**src/rtl/bsg_tag_packet_deser.sv**
```systemverilog
// Serial bsg_tag packet deserializer: start bit, header and payload LSB-first, stop bit.
// Received packets sit in a one-entry holding register that is released by yumi_i.
module bsg_tag_packet_deser #(
    parameter int header_width_p      = 4,
    parameter int max_payload_width_p = 8
) (
    input  logic                           clk_i,
    input  logic                           reset_n_i,
    input  logic                           tdi_i,
    input  logic                           yumi_i,
    output logic                           v_o,
    output logic [header_width_p-1:0]      header_o,
    output logic [max_payload_width_p-1:0] payload_o,
    output logic                           frame_err_o,
    output logic                           overrun_o
);

    // state   | meaning
    // IDLE    | waiting for a start bit
    // HEADER  | shifting in header bits
    // PAYLOAD | shifting in payload bits
    // STOP    | sampling the stop bit; 0 commits, 1 is a framing error
    typedef enum logic [1:0] {IDLE, HEADER, PAYLOAD, STOP} state_e;

    localparam int max_w_lp = (header_width_p > max_payload_width_p) ?
                              header_width_p : max_payload_width_p;
    localparam int cnt_w_lp = $clog2(max_w_lp + 1);
    localparam logic [cnt_w_lp-1:0] hdr_last_lp = cnt_w_lp'(header_width_p - 1);
    localparam logic [cnt_w_lp-1:0] pay_last_lp = cnt_w_lp'(max_payload_width_p - 1);

    state_e                         state_r, state_n;
    logic [cnt_w_lp-1:0]            cnt_r, cnt_n;
    logic [header_width_p-1:0]      hdr_sr_r, hdr_sr_n;
    logic [max_payload_width_p-1:0] pay_sr_r, pay_sr_n;
    logic [header_width_p:0]        hdr_shift;
    logic [max_payload_width_p:0]   pay_shift;
    logic                           commit, frame_err_n, accept;

    // New bits enter at the MSB so the first bit received lands in bit 0.
    assign hdr_shift = {tdi_i, hdr_sr_r};
    assign pay_shift = {tdi_i, pay_sr_r};

    always_comb begin
        state_n     = state_r;
        cnt_n       = cnt_r;
        hdr_sr_n    = hdr_sr_r;
        pay_sr_n    = pay_sr_r;
        commit      = 1'b0;
        frame_err_n = 1'b0;
        case (state_r)
            IDLE: begin
                if (tdi_i) begin
                    state_n = HEADER;
                    cnt_n   = '0;
                end
            end
            HEADER: begin
                hdr_sr_n = hdr_shift[header_width_p:1];
                if (cnt_r == hdr_last_lp) begin
                    state_n = PAYLOAD;
                    cnt_n   = '0;
                end else begin
                    cnt_n = cnt_r + cnt_w_lp'(1);
                end
            end
            PAYLOAD: begin
                pay_sr_n = pay_shift[max_payload_width_p:1];
                if (cnt_r == pay_last_lp) begin
                    state_n = STOP;
                    cnt_n   = '0;
                end else begin
                    cnt_n = cnt_r + cnt_w_lp'(1);
                end
            end
            STOP: begin
                state_n = IDLE;
                cnt_n   = '0;
                if (tdi_i) frame_err_n = 1'b1;
                else       commit      = 1'b1;
            end
            default: begin
                state_n = IDLE;
                cnt_n   = '0;
            end
        endcase
    end

    always_ff @(posedge clk_i or negedge reset_n_i) begin
        if (!reset_n_i) begin
            state_r  <= IDLE;
            cnt_r    <= '0;
            hdr_sr_r <= '0;
            pay_sr_r <= '0;
        end else begin
            state_r  <= state_n;
            cnt_r    <= cnt_n;
            hdr_sr_r <= hdr_sr_n;
            pay_sr_r <= pay_sr_n;
        end
    end

    // A commit lands if the holding register is free or being emptied this cycle.
    assign accept = commit & (~v_o | yumi_i);

    always_ff @(posedge clk_i or negedge reset_n_i) begin
        if (!reset_n_i) begin
            v_o         <= 1'b0;
            header_o    <= '0;
            payload_o   <= '0;
            frame_err_o <= 1'b0;
            overrun_o   <= 1'b0;
        end else begin
            frame_err_o <= frame_err_n;
            overrun_o   <= commit & v_o & ~yumi_i;
            if (accept) begin
                v_o       <= 1'b1;
                header_o  <= hdr_sr_r;
                payload_o <= pay_sr_r;
            end else if (yumi_i) begin
                v_o <= 1'b0;
            end
        end
    end

endmodule
```
**config.mk**
```make
export PLATFORM = sky130hd
export DESIGN_NAME = bsg_tag_packet_deser
export DESIGN_NICKNAME = d
export VERILOG_FILES = /design/src/rtl/bsg_tag_packet_deser.sv
export SDC_FILE = /design/constraint.sdc
export NUM_CORES = 1
export LEC_CHECK = 0
export BUFFER_PORTS_ARGS = -buffer_cell sky130_fd_sc_hd__buf_2
export CORE_AREA = 10 10 68 70
export CTS_BUF_LIST = sky130_fd_sc_hd__clkbuf_8
export DETAILED_ROUTE_END_ITERATION = 7
export DIE_AREA = 0 0 78 80
export GPL_TIMING_DRIVEN = 0
export PLACE_DENSITY_LB_ADDON = 0.3
export SYNTH_ARGS = -nofsm -noshare
export SYNTH_HDL_FRONTEND = slang
export SYNTH_SLANG_ARGS = --single-unit
```
**constraint.sdc**
```tcl
create_clock -name clk_i -period 2.6 [get_ports clk_i]
set_clock_uncertainty 0.2 [all_clocks]
set_input_delay 0.39 -clock clk_i [delete_from_list [all_inputs] [get_ports clk_i]]
set_output_delay 0.39 -clock clk_i [all_outputs]
set_load 0.03 [all_outputs]
```
Yosys cells after proc, flatten, opt, wreduce, memory -nomap -nowiden
Cells that the tools add are included.
- word-level logic and storage cells: 41
- bits of input ports: 4
- register bits: 33
- output and inout bits: 15
- bitwise gates (word level): 6
- muxes and demuxes: 14
- $add $sub $neg: 1
- reductions and logical operators: 3
- equal/unequal tests: 8
- operators with widths (cell ; number):
    case mux 4 bit (4 select lines) ; 1
    2-to-1 mux 4 bit ; 3
    case mux 2 bit (4 select lines) ; 1
    2-to-1 mux 1 bit ; 6
    2-to-1 mux 2 bit ; 3
    != test 2 bit (second input constant) ; 3
    adder 4 x 1 -> 4 bit (second input constant) ; 1
    equality test 2 bit (second input constant) ; 2
    equality test 4 x 2 -> 1 bit (second input constant) ; 1
    equality test 4 x 3 -> 1 bit (second input constant) ; 1
    AND 1 bit ; 3
    AND reduction 3 bit ; 1
    equality test 2 x 1 -> 1 bit (second input constant) ; 1
    zero test 2 bit ; 1
    NOT 1 bit ; 2
    nonzero test 2 bit ; 1
    bitwise OR 1 bit ; 1

Longest topological paths before layout
Gate-level depths: netlist of the first run.
- depth after elaboration: 4
- depth in mapped cells: 7

Worst setup path after synthesis of the first run
OpenSTA, ideal clock, no wires.
- kind: register to register
- start point: reg cnt_r[0]
- end point: reg cnt_r[2]
- period minus slack after synthesis: 1647 ps
- library setup time: 122 ps
- slack: 953 ps
- required time: 2278 ps
- stages on the path, launching flop included: 5
- path buffers: 0
- arrival: 1325 ps
- path through: dfrtp_1 > ha_1 > or3b_1 > a21o_1 > a32o_1
- cells in the longest elaborated chain, start to end: 3
- elaborated cells on any way between the ends: 6
- classes of those cells: add/sub (1); eq/ne (2); mux (3)
- RTL lines (element ; line ; text):
    start: declaration ; 32 ; logic [cnt_w_lp-1:0] cnt_r, cnt_n;
    start signal: assignment ; 96 ; cnt_r <= cnt_n;
    adder 4 x 1 -> 4 bit, or another cell as far along ; 63, 72 ;
    2-to-1 mux 4 bit (on tied branches) ; 68, 59 ;
    case mux 4 bit (4 select lines) (*) ; 50 ; case (state_r)
Mark *: on every way between the ends. The rest lies on a longest branch, timed or not.
A chain may end at the register's enable or synchronous reset.

Worst setup path in the final report of the first run
- start point: reg state_r[1]
- end point: reg cnt_r[3]
- cells in the longest elaborated chain, start to end: 2
- elaborated cells on any way between the ends: 6
- classes of those cells: eq/ne (4); mux (1); reduce/logical (1)
- RTL lines (element ; line ; text):
    start: declaration ; 31 ; state_e state_r, state_n;
    start signal: assignment ; 95 ; state_r <= state_n;
    equality test 2 bit, or another cell as far along ; 50 ;
    case mux 4 bit (4 select lines) or != test 2 bit (tied branches) ; -- ;
Parallel ways exist; a longest one is shown, timed or not.

==> results of run 1 <==
[metrics by stage]
step                utilization (%)  power, mW  instance area, µm²
finish                        51.47      2.301                1690
CTS                           51.47      2.331                1690
detailed placement            47.62      1.835                1564
floorplan                         -      1.582                1416
global route                  51.47      2.459                1690
global placement              47.62      1.796                1564
[layout make-up]
| type | count | area (µm²) | share of cell area, % |
|---|---|---|---|
| Timing Repair Buffer | 19 | 100.1 | 5.922 |
| Multi-Input combinational cell | 63 | 550.5 | 32.57 |
| Inverter | 3 | 11.26 | 0.6662 |
| Sequential cell | 33 | 825.8 | 48.85 |
| Buffer | 4 | 28.78 | 1.702 |
| Tap cell | 46 | 57.56 | 3.405 |
| Clock buffer | 6 | 82.58 | 4.885 |
| Clock inverter | 2 | 33.78 | 1.999 |
[path summary, 6_finish.rpt]
path	endpoint	cells past startpoint
max reg2reg	cnt_r[3]	7
max in group asynchronous	pay_sr_r[4]	2
max	cnt_r[3]	7
min reg2reg	payload_o[3]	1
min	frame_err_o	2
min in group asynchronous	hdr_sr_r[0]	2
[routing by layer]
metal	up-vias	GRT usage, %	part of all wire [%]
li1	409	-	-
met1	436	8.904	40
met2	24	14.26	51
met3	7	4.167	7.3
met4	0	4.659	1.6
met5	-	0	0
[cell usage after synthesis, types with 2 or more instances]
master    instances
buf_2             2
inv_1             3
nand2_1           7
a21oi_1           2
dfrtp_1          33
o21ai_0           3
ha_1              5
mux2_2           25
nand3_1           2
nor3_1            2
nor2_1            2
mux2i_1           2
nand2b_1          3
[kinds of logic after synthesis]
logic type,share of synthesized area [%]
AOI/OAI and AO/OA,4.240
adders and majority gates,4.417
buffers and inverters,2.827
DFF,58.30
muxes,21.29
and+or+nand+nor,8.924
[sequential cells by signal (all words and copies together), names as in the netlist]
register     count
pay_sr_r         8
payload_o        8
cnt_r            4
hdr_sr_r         4
header_o         4
state_r          2
frame_err_o      1
overrun_o        1
v_o              1
[power by group through the flow]
| stage | clock, mW | combinational (mW) | sequential [mW] |
|---|---|---|---|
| CTS | 0.498 | 0.953 | 0.880 |
| global route | 0.520 | 1.03 | 0.912 |
| detailed placement | 0 | 0.944 | 0.890 |
| floorplan | 0 | 0.509 | 1.07 |
| finish | 0.489 | 0.937 | 0.874 |
| global placement | 0 | 0.923 | 0.873 |
[what timing repair did]
| action | CTS | global route |
|---|---|---|
| buffers inserted | 0 | 0 |
| endpoints found under the hold margin | 33 | 0 |
| hold buffers | 1 | 0 |
[cells in the final DEF (no fill, tap or decap), drive strengths merged]
cell type    Yosys  routed
buf              4      22
mux2            25      25
o21ai            3       3
o2bb2ai          1       1
clkbuf           0       6
a32o             1       1
nand2            7       7
nor2             2       2
nor4b            1       1
a21oi            2       2
bufinv           0       1
dfrtp           33      33
and2             1       1
o2111ai          1       1
inv              3       4
or3b             1       1
nor2b            1       1
ha               5       5
dlygate4sd3      0       1
a21o             1       1
nor3             2       2
mux2i            2       2
nand3            2       2
nand2b           4       4
nor4bb           1       1
==> results_dict.tcl, run 1 <==
set metrics [dict create \
    yosysTopAreaCell "dfrtp_1" \
    hold_viol_final 0 \
    cts.clk_slew.worst_paths_ns 0.07 \
    dp.cells 167 \
    p_leak_nw 0.7948 \
    pwr-share-clk_pct 21.3 \
    worst_setup_path_end_kind "flop" \
    routed_via_density 4.977 \
    timing.critical_path.cells "inv_1 > ha_1 > buf_2 > nor4bb_1 > nor3_1 > a21oi_1 > o21ai_0" \
    grt_max_degree 34 \
    fp-row-count 21 \
    post_cts_resized 0 \
    cts_buffer_depth 2 \
    grt_pass1_wl_mm 4.257 \
    post-route-drc-count 0 \
    die_area_mm2 0.006240 \
    wl_mm 2.426 \
    crit_start "state_r[1]" \
    drt_iter0_drc 42 \
    switching_power_mw 0.8333 \
    vias 876 \
    syn_area_per_cell_um2 13.75 \
    timing.hold.ws_ns 0.2096 \
    worst_slew_pin_slew_ns 0.6937 \
    die_w_um 78 \
    grt_use_total_pct 8.628 \
    fin_setup_tns_ns 0 \
    nets 138 \
    outcome "completed" \
    p_comb_share_pct 40.7 \
    seq_power_share_pct 38.0 \
    synthesis.area_mm2 0.001416 \
    initial_core_util_pct 43.12 \
    async_flop_share_pct 100.0 \
    yosys_warnings 0 \
    core-area_mm2 0.003284 \
    ys_seq_elements 33 \
    first_pass_iters 6 \
    detail_route.wl_per_cell_um 13.78 \
    tritoncts "built" \
    crit_type "reg -> reg" \
    peakVddDrop_uv 349.3 \
    synth.top_cell.area_share_pct 58.30 \
    grt_pass1_vias 916 \
    reg2reg_setup_slack_ns 0.79 \
    n_fill_cell 297 \
    setup_slack_ns 0.7917 \
    ios 19 \
    slew_viol_final 0 \
    setup_viol 0 \
    internal_power_mw 1.468 \
    dp_hpwl_mm 1.750 \
    postRouteAntennaNets 0 \
    syn-num-nets 112 \
    crit_buf_inv 2 \
    die_h_um 80 \
    cp.required_ns 2.57 \
    fin_crit_sh_pct 69.55 \
    grt-ovfl-total 0 \
    cpPeakStageDelay_ns 0.39 \
    ctsHtreeMaxLevel 2 \
    crit_path_max_fanout 10 \
    yosys.cell_types.count 25 \
    period_needed_ns 1.808 \
    cp_top_family "simple AND/OR/NAND/NOR gates" \
    cellPowerDensity_mw_per_mm2 1361 \
    diodes 0 \
    hold_path_startpoint "tdi_i" \
    slowest_stage "dfrtp_1" \
    numClockSinks 33 \
    synthCells 103 \
    yosysSeqAreaShare_pct 58.30 \
    rsz0062_at_grt "no" \
    dp_slack_ns 0.8307 \
    cp-start-kind "flop" \
    synth_ff_type "dfrtp_1" \
    cts-buffers-inserted 5 \
    gp_congestion 0.7632 \
    arrival_ns 1.77 \
    worstReg2RegStart "state_r[1]" \
    antenna_found_initial 0 \
    area_growth_pct 19.35 \
    drive_above_1_share_pct 42.31 \
    p_sw_share_pct 36.22 \
    port_buffers 18 \
    slew_headroom_pct 53.75 \
    root_buffer "clkbuf_8" \
    holdCritPathClass "in -> reg" \
    clock_latency_ns 0.28 \
    cap_violations 0 \
    fmaxAchievable_mhz 553.0 \
    synth.area.top_cells "dfrtp_1 58%, mux2_2 20%, ha_1 4.4%, nand2_1 1.9%, mux2i_1 1.4%" \
    synth_edf_count 0 \
    final-instance-count-excl-fill 176 \
]
No activity file was read; power rests on OpenSTA's default activity.
==> run 2: changes to the inputs <==
--- a/config.mk
+++ b/config.mk
@@ -5,6 +5,7 @@
 export SDC_FILE = /design/constraint.sdc
 export NUM_CORES = 1
 export LEC_CHECK = 0
+export ABC_AREA = 1
 export BUFFER_PORTS_ARGS = -buffer_cell sky130_fd_sc_hd__buf_2
 export CORE_AREA = 10 10 68 70
 export CTS_BUF_LIST = sky130_fd_sc_hd__clkbuf_8
==> constraint.sdc (replaced) <==
create_clock -name clk_i -period 1.8 [get_ports clk_i]
set_clock_uncertainty 0.2 [all_clocks]
set_input_delay 0.27 -clock clk_i [delete_from_list [all_inputs] [get_ports clk_i]]
set_output_delay 0.27 -clock clk_i [all_outputs]
set_load 0.03 [all_outputs]
==> results_dict.tcl, run 2 <==
set metrics [dict create \
    outcome "completed" \
    yosysTopAreaCell "dfrtp_1" \
    slew_viol_final 0 \
    final_common_cell "nand2_1" \
    die_w_um 78 \
    synth.most_common_cell "nand2_1" \
    hold_viol_final 0 \
    synthesis.area_mm2 0.001455 \
    grt_use_total_pct 9.044 \
    final_cell_mix "39 x nand2_1, 33 x dfrtp_1, 21 x buf_2" \
    die_area_mm2 0.006240 \
    syn-num-nets 156 \
    fmaxAchievable_mhz 661.0 \
    cts.clk_slew.worst_paths_ns 0.07 \
    fin_setup_tns_ns 0 \
    peakVddDrop_uv 705.9 \
    yosys.cell_types.count 19 \
    synth_edf_count 0 \
    yosys-top-cells-count "39 x nand2_1, 33 x dfrtp_1, 19 x inv_1, 15 x o21ai_2, 12 x o21ai_0" \
    crit_type "reg -> reg" \
    cp_top_family "flip-flops" \
    final_cell_area_mm2 0.001714 \
    port_buffers 18 \
    worst-path-stages 6 \
    synth_top_family_by_area "simple AND/OR/NAND/NOR gates" \
    async_flop_share_pct 100.0 \
    synth_ff_type "dfrtp_1" \
    p_leak_nw 0.8785 \
    nets 182 \
    vias 1008 \
    core-area_mm2 0.003284 \
    yosysSeqAreaShare_pct 56.75 \
    synthAdderAreaFrac_pct 4.299 \
    postCtsSetupBuffers 0 \
    antenna_found_initial 0 \
    first_pass_iters 4 \
    detail_route.wl_per_cell_um 11.45 \
    diodes 0 \
    wl_mm 2.518 \
    slowest_stage "dfrtp_1" \
    drive_above_1_share_pct 29.89 \
    synth.top_cell.area_share_pct 56.75 \
    worst_slew_pin_slew_ns 0.7202 \
    drt_iter0_drc 69 \
    whs_path_depth 3 \
    biggestRegsByFlops "pay_sr_r: 8 flops, payload_o: 8 flops" \
    rsz0062_at_grt "no" \
    cts-buffers-inserted 5 \
    tritoncts "built" \
    arrival_ns 1.51 \
    post_cts_resized 0 \
    cpPeakStageDelay_ns 0.39 \
    fp-row-count 21 \
    synth-compound-area-share_pct 14.88 \
    fin_crit_sh_pct 84.04 \
    ios 19 \
    cellPowerDensity_mw_per_mm2 1799 \
    grt_pass1_vias 1023 \
    grt-ovfl-total 0 \
    area_growth_pct 17.80 \
    cts_buffer_depth 2 \
    place_area_mm2 0.001603 \
    ctsHtreeMaxLevel 2 \
    post-route-drc-count 0 \
    numClockSinks 33 \
    initial_core_util_pct 44.30 \
    gp_congestion 0.8218 \
    holdCritPathClass "in -> reg" \
    synthCells 147 \
    muxShareOfSynthArea_pct 0 \
    postRouteAntennaNets 0 \
    r2r_cells 6 \
    root_buffer "clkbuf_8" \
    dp.cells 211 \
    routed_via_density 4.582 \
    die_h_um 80 \
    ys_seq_elements 33 \
    synth.area.top_cells "dfrtp_1 57%, nand2_1 10%, o21ai_2 9.0%, inv_1 4.9%, ha_1 4.3%" \
    setup_viol 0 \
    crit_buf_inv 2 \
    dp_hpwl_mm 1.834 \
    yosys_warnings 0 \
    cap_violations 0 \
    synth_xor_area_share_pct 0.6019 \
    clock_latency_ns 0.28 \
    crit_path_max_fanout 10 \
    grt_pass1_wl_mm 4.540 \
    synthSimpleGateAreaFrac_pct 15.31 \
    syn_area_per_cell_um2 9.899 \
    cp-start-kind "flop" \
    worst_setup_path_end_kind "flop" \
    final-instance-count-excl-fill 220 \
    cp.required_ns 1.80 \
    timing.critical_path.cells "inv_1 > ha_1 > buf_2 > nand2_1 > nand3_1 > a21oi_1" \
    grt_max_degree 34 \
    period_needed_ns 1.513 \
    slew_headroom_pct 51.99 \
]
==> run 2: per-stage QoR <==
stage / power [mW] / hold WS [ns] / utilization, % / setup slack, ns
2_1_floorplan: 2.186 / -0.2256 / - / 0.4390
3_3_place_gp: 2.477 / 0.1579 / 48.80 / 0.3272
3_5_place_dp: 2.523 / 0.1719 / 48.80 / 0.2896
4_1_cts: 3.137 / 0.04877 / 52.19 / 0.2822
5_1_grt: 3.344 / 0.06247 / 52.19 / 0.1425
6_report: 3.084 / 0.04783 / 52.19 / 0.2872
==> run 2: logic make-up (layout without fill, tap and decap cells) <==
kind of cell / after synthesis / count (layout)
and+or+nand+nor: 50 / 50
DFF: 33 / 33
AOI/OAI and AO/OA: 32 / 32
buffers and inverters: 26 / 53
adders and majority gates: 5 / 5
xor gates and xnor gates: 1 / 1
==> run 2: area by class of cell <==
type                    count  area, µm²
multi-input cells          88      510.5
well taps                  46      57.56
clock buffers               7      96.34
fillers                   289       1570
plain buffers               5      37.54
inverters                  21      81.33
flip-flops and latches     33      825.8
repair buffers             19      100.1
clock inverters             1      5.005
==> run 2: worst reg2reg max path, delay by kind of cell, from the launching register on <==
kind / cells / cell delay [ns]
fa+ha+maj: 1 / 0.18
simple gates: 2 / 0.24
buf+inv: 2 / 0.26
compound gates: 1 / 0.18
flops: 1 / 0.39
==> run 2: path summary, 6_finish.rpt <==
path / startpoint / slack [ns] / endpoint
max in group asynchronous: reset_n_i / 0.55 / cnt_r[0]
min in group asynchronous: reset_n_i / 0.38 / payload_o[0]
max reg2reg: state_r[1] / 0.29 / state_r[0]
min: tdi_i / 0.05 / frame_err_o
max: state_r[1] / 0.29 / state_r[0]
min reg2reg: payload_o[2] / 0.28 / payload_o[2]
==> run 2: repair_timing <==
action                     4_1_cts  5_1_grt
hold endpoints to repair        33        0
setup endpoints to repair        0        0
hold buffers                     1        0
==> run 2: routing by layer <==
layer  global-route usage (%)  share of wire (%)  up-vias
met3                    4.054                6.9        6
met5                        0                  0        -
met2                    14.84                 48       19
met1                    9.821                 43      470
met4                    4.301                1.7        0
li1                         -                  -      513
==> run 2: power by group <==
| group | leakage, nW | switching (mW) | internal, mW | total, mW |
|---|---|---|---|---|
| combinational | 0.392 | 0.894 | 0.422 | 1.32 |
| sequential | 0.432 | 0.143 | 1.02 | 1.17 |
| clock | 0.0542 | 0.255 | 0.345 | 0.601 |
==> run 3: changes to the inputs <==
--- a/config.mk
+++ b/config.mk
@@ -5,7 +5,7 @@
 export SDC_FILE = /design/constraint.sdc
 export NUM_CORES = 1
 export LEC_CHECK = 0
-export ABC_AREA = 1
+export ABC_AREA = 0
 export BUFFER_PORTS_ARGS = -buffer_cell sky130_fd_sc_hd__buf_2
 export CORE_AREA = 10 10 68 70
 export CTS_BUF_LIST = sky130_fd_sc_hd__clkbuf_8
==> constraint.sdc (replaced) <==
create_clock -name clk_i -period 1.3 [get_ports clk_i]
set_clock_uncertainty 0.2 [all_clocks]
set_input_delay 0.195 -clock clk_i [delete_from_list [all_inputs] [get_ports clk_i]]
set_output_delay 0.195 -clock clk_i [all_outputs]
set_load 0.03 [all_outputs]
==> results_dict.tcl, run 3 (synthesized netlist as in run 1, its figures left out) <==
set metrics [dict create \
    outcome "finished with violations" \
    violations "negative setup slack" \
    wl_mm 2.689 \
    hold_viol_final 0 \
    timing.critical_path.cells "buf_6 > ha_4 > nand2b_4 > nand2b_4 > clkbuf_16 > mux2_4" \
    arrival_ns 1.64 \
    core-area_mm2 0.003284 \
    cpPeakStageDelay_ns 0.39 \
    fin_util_pct 58.40 \
    drive_above_1_share_pct 55.15 \
    routed_via_density 5.077 \
    period_needed_ns 1.671 \
    nets 145 \
    tritoncts "built" \
    setup_viol 30 \
    ios 19 \
    initial_core_util_pct 43.12 \
    post-route-drc-count 0 \
    port_buffers 18 \
    grt_pass1_vias 849 \
    dp_hpwl_mm 1.724 \
    cts-buffers-inserted 5 \
    crit_start "state_r[0]" \
    dp.cells 167 \
    grt_use_total_pct 8.400 \
    crit_buf_inv 2 \
    numClockSinks 33 \
    detail_route.wl_per_cell_um 14.77 \
    final_cell_mix "31 x dfrtp_1, 17 x buf_2, 13 x mux2_4" \
    slew_viol_final 0 \
    cellPowerDensity_mw_per_mm2 2628 \
    first_pass_iters 4 \
    peakVddDrop_uv 1196 \
    slowest_stage "dfrtp_1" \
    grt_max_degree 34 \
    worstReg2RegStart "state_r[0]" \
    grt-ovfl-total 0 \
    r2r_end "header_o[1]" \
    final-instance-count-excl-fill 182 \
    p_leak_nw 0.9038 \
    vias 924 \
    rsz0062_at_grt "yes" \
    cts_buffer_depth 2 \
    grt_pass1_wl_mm 4.146 \
    holdCritPathClass "in -> reg" \
    crit_type "reg -> reg" \
    final_common_cell "dfrtp_1" \
    reg2reg_setup_slack_ns -0.37 \
    worst_slew_pin_slew_ns 0.4561 \
    setup_slack_ns -0.3714 \
    crit_path_max_fanout 5 \
    cp_top_family "flip-flops" \
    r2r_cells 6 \
    cp-start-kind "flop" \
    fp-row-count 21 \
    worst_setup_path_end_kind "flop" \
    die_h_um 80 \
    postRouteAntennaNets 0 \
    diodes 0 \
    ctsHtreeMaxLevel 2 \
    cap_violations 0 \
    clock_latency_ns 0.28 \
    endpoint "header_o[1]" \
    path_common_cell "nand2b_4" \
    worst-path-stages 6 \
    antenna_found_initial 0 \
    biggestRegsByFlops "pay_sr_r: 8 flops, payload_o: 8 flops" \
    fin_crit_sh_pct 128.6 \
    die_area_mm2 0.006240 \
    cts.clk_slew.worst_paths_ns 0.06 \
    root_buffer "clkbuf_8" \
    fmaxAchievable_mhz 598.3 \
    area_growth_pct 35.42 \
    slew_headroom_pct 69.60 \
    gp_congestion 0.7859 \
    cp.required_ns 1.27 \
    drt_iter0_drc 38 \
    die_w_um 78 \
]
==> run 3: cell types whose count changed in the layout (fill, tap and decap cells not counted), moves of 5 or more <==
cell / change
inv_1: -16
o21ai_2: -14
o21ai_0: -12
ha_1: -5
mux2_2: +12
buf_4: +5
nand2_1: -32
ha_4: +5
mux2_4: +13
==> run 3: power by group <==
group	switching (mW)	total, mW	leakage, nW	internal, mW
clock	0.341	0.753	0.0485	0.411
combinational	1.20	2.47	0.455	1.27
sequential	0.316	1.82	0.401	1.50
==> run 3: worst min path at each step <==
stage | slack (ns) | endpoint | startpoint | cells after the start
floorplan | -0.30 | cnt_r[0] | reset_n_i | 0
finish | 0.03 | frame_err_o | tdi_i | 2
global route | 0.02 | frame_err_o | tdi_i | 2
CTS | 0.01 | frame_err_o | tdi_i | 2
detailed placement | 0.1 | frame_err_o | reset_n_i | 1
global placement | 0.08 | state_r[0] | reset_n_i | 1
==> run 3: final cells by class <==
class	instances	area, µm²
multi-input combinational	63	701.9
sequential	33	828.3
inverter	3	13.76
clock buffer	6	82.58
fill	271	1366
clock inverter	1	3.754
tap	46	57.56
timing repair buffer	27	187.7
buffer	3	42.54
==> run 3: timing repair <==
| item | CTS | global route |
|---|---|---|
| cloned | 0 | 1 |
| endpoints found under the hold margin | 33 | 0 |
| buffers inserted | 3 | 4 |
| hold buffers | 1 | 0 |
| gates resized for setup | 17 | 15 |
| pin swaps | 4 | 6 |
| endpoints found under the setup margin | 30 | 63 |
==> run 3: metal layers <==
layer	track usage [%]	routed length, µm	up-vias	part of all wire, %
met2	11.86	1139	23	42
met3	5.293	215	5	8.0
met4	2.688	30	0	1.1
li1	-	-	427	-
met5	0	0	-	0
met1	10.25	1304	469	48
==> run 3: stage by stage <==
stage	total power, mW	setup TNS [ns]	hold WS (ns)	setup WS, ns	cell area, µm²
final	5.041	-9.197	0.03089	-0.3714	1918
after global routing	5.361	-10.77	0.02393	-0.4168	1918
after CTS	4.787	-8.974	0.01241	-0.3638	1807
after detailed placement	3.792	-9.815	0.09904	-0.4537	1607
after global placement	3.720	-8.876	0.08055	-0.4047	1607
after floorplan	3.290	-6.348	-0.3006	-0.2885	1459
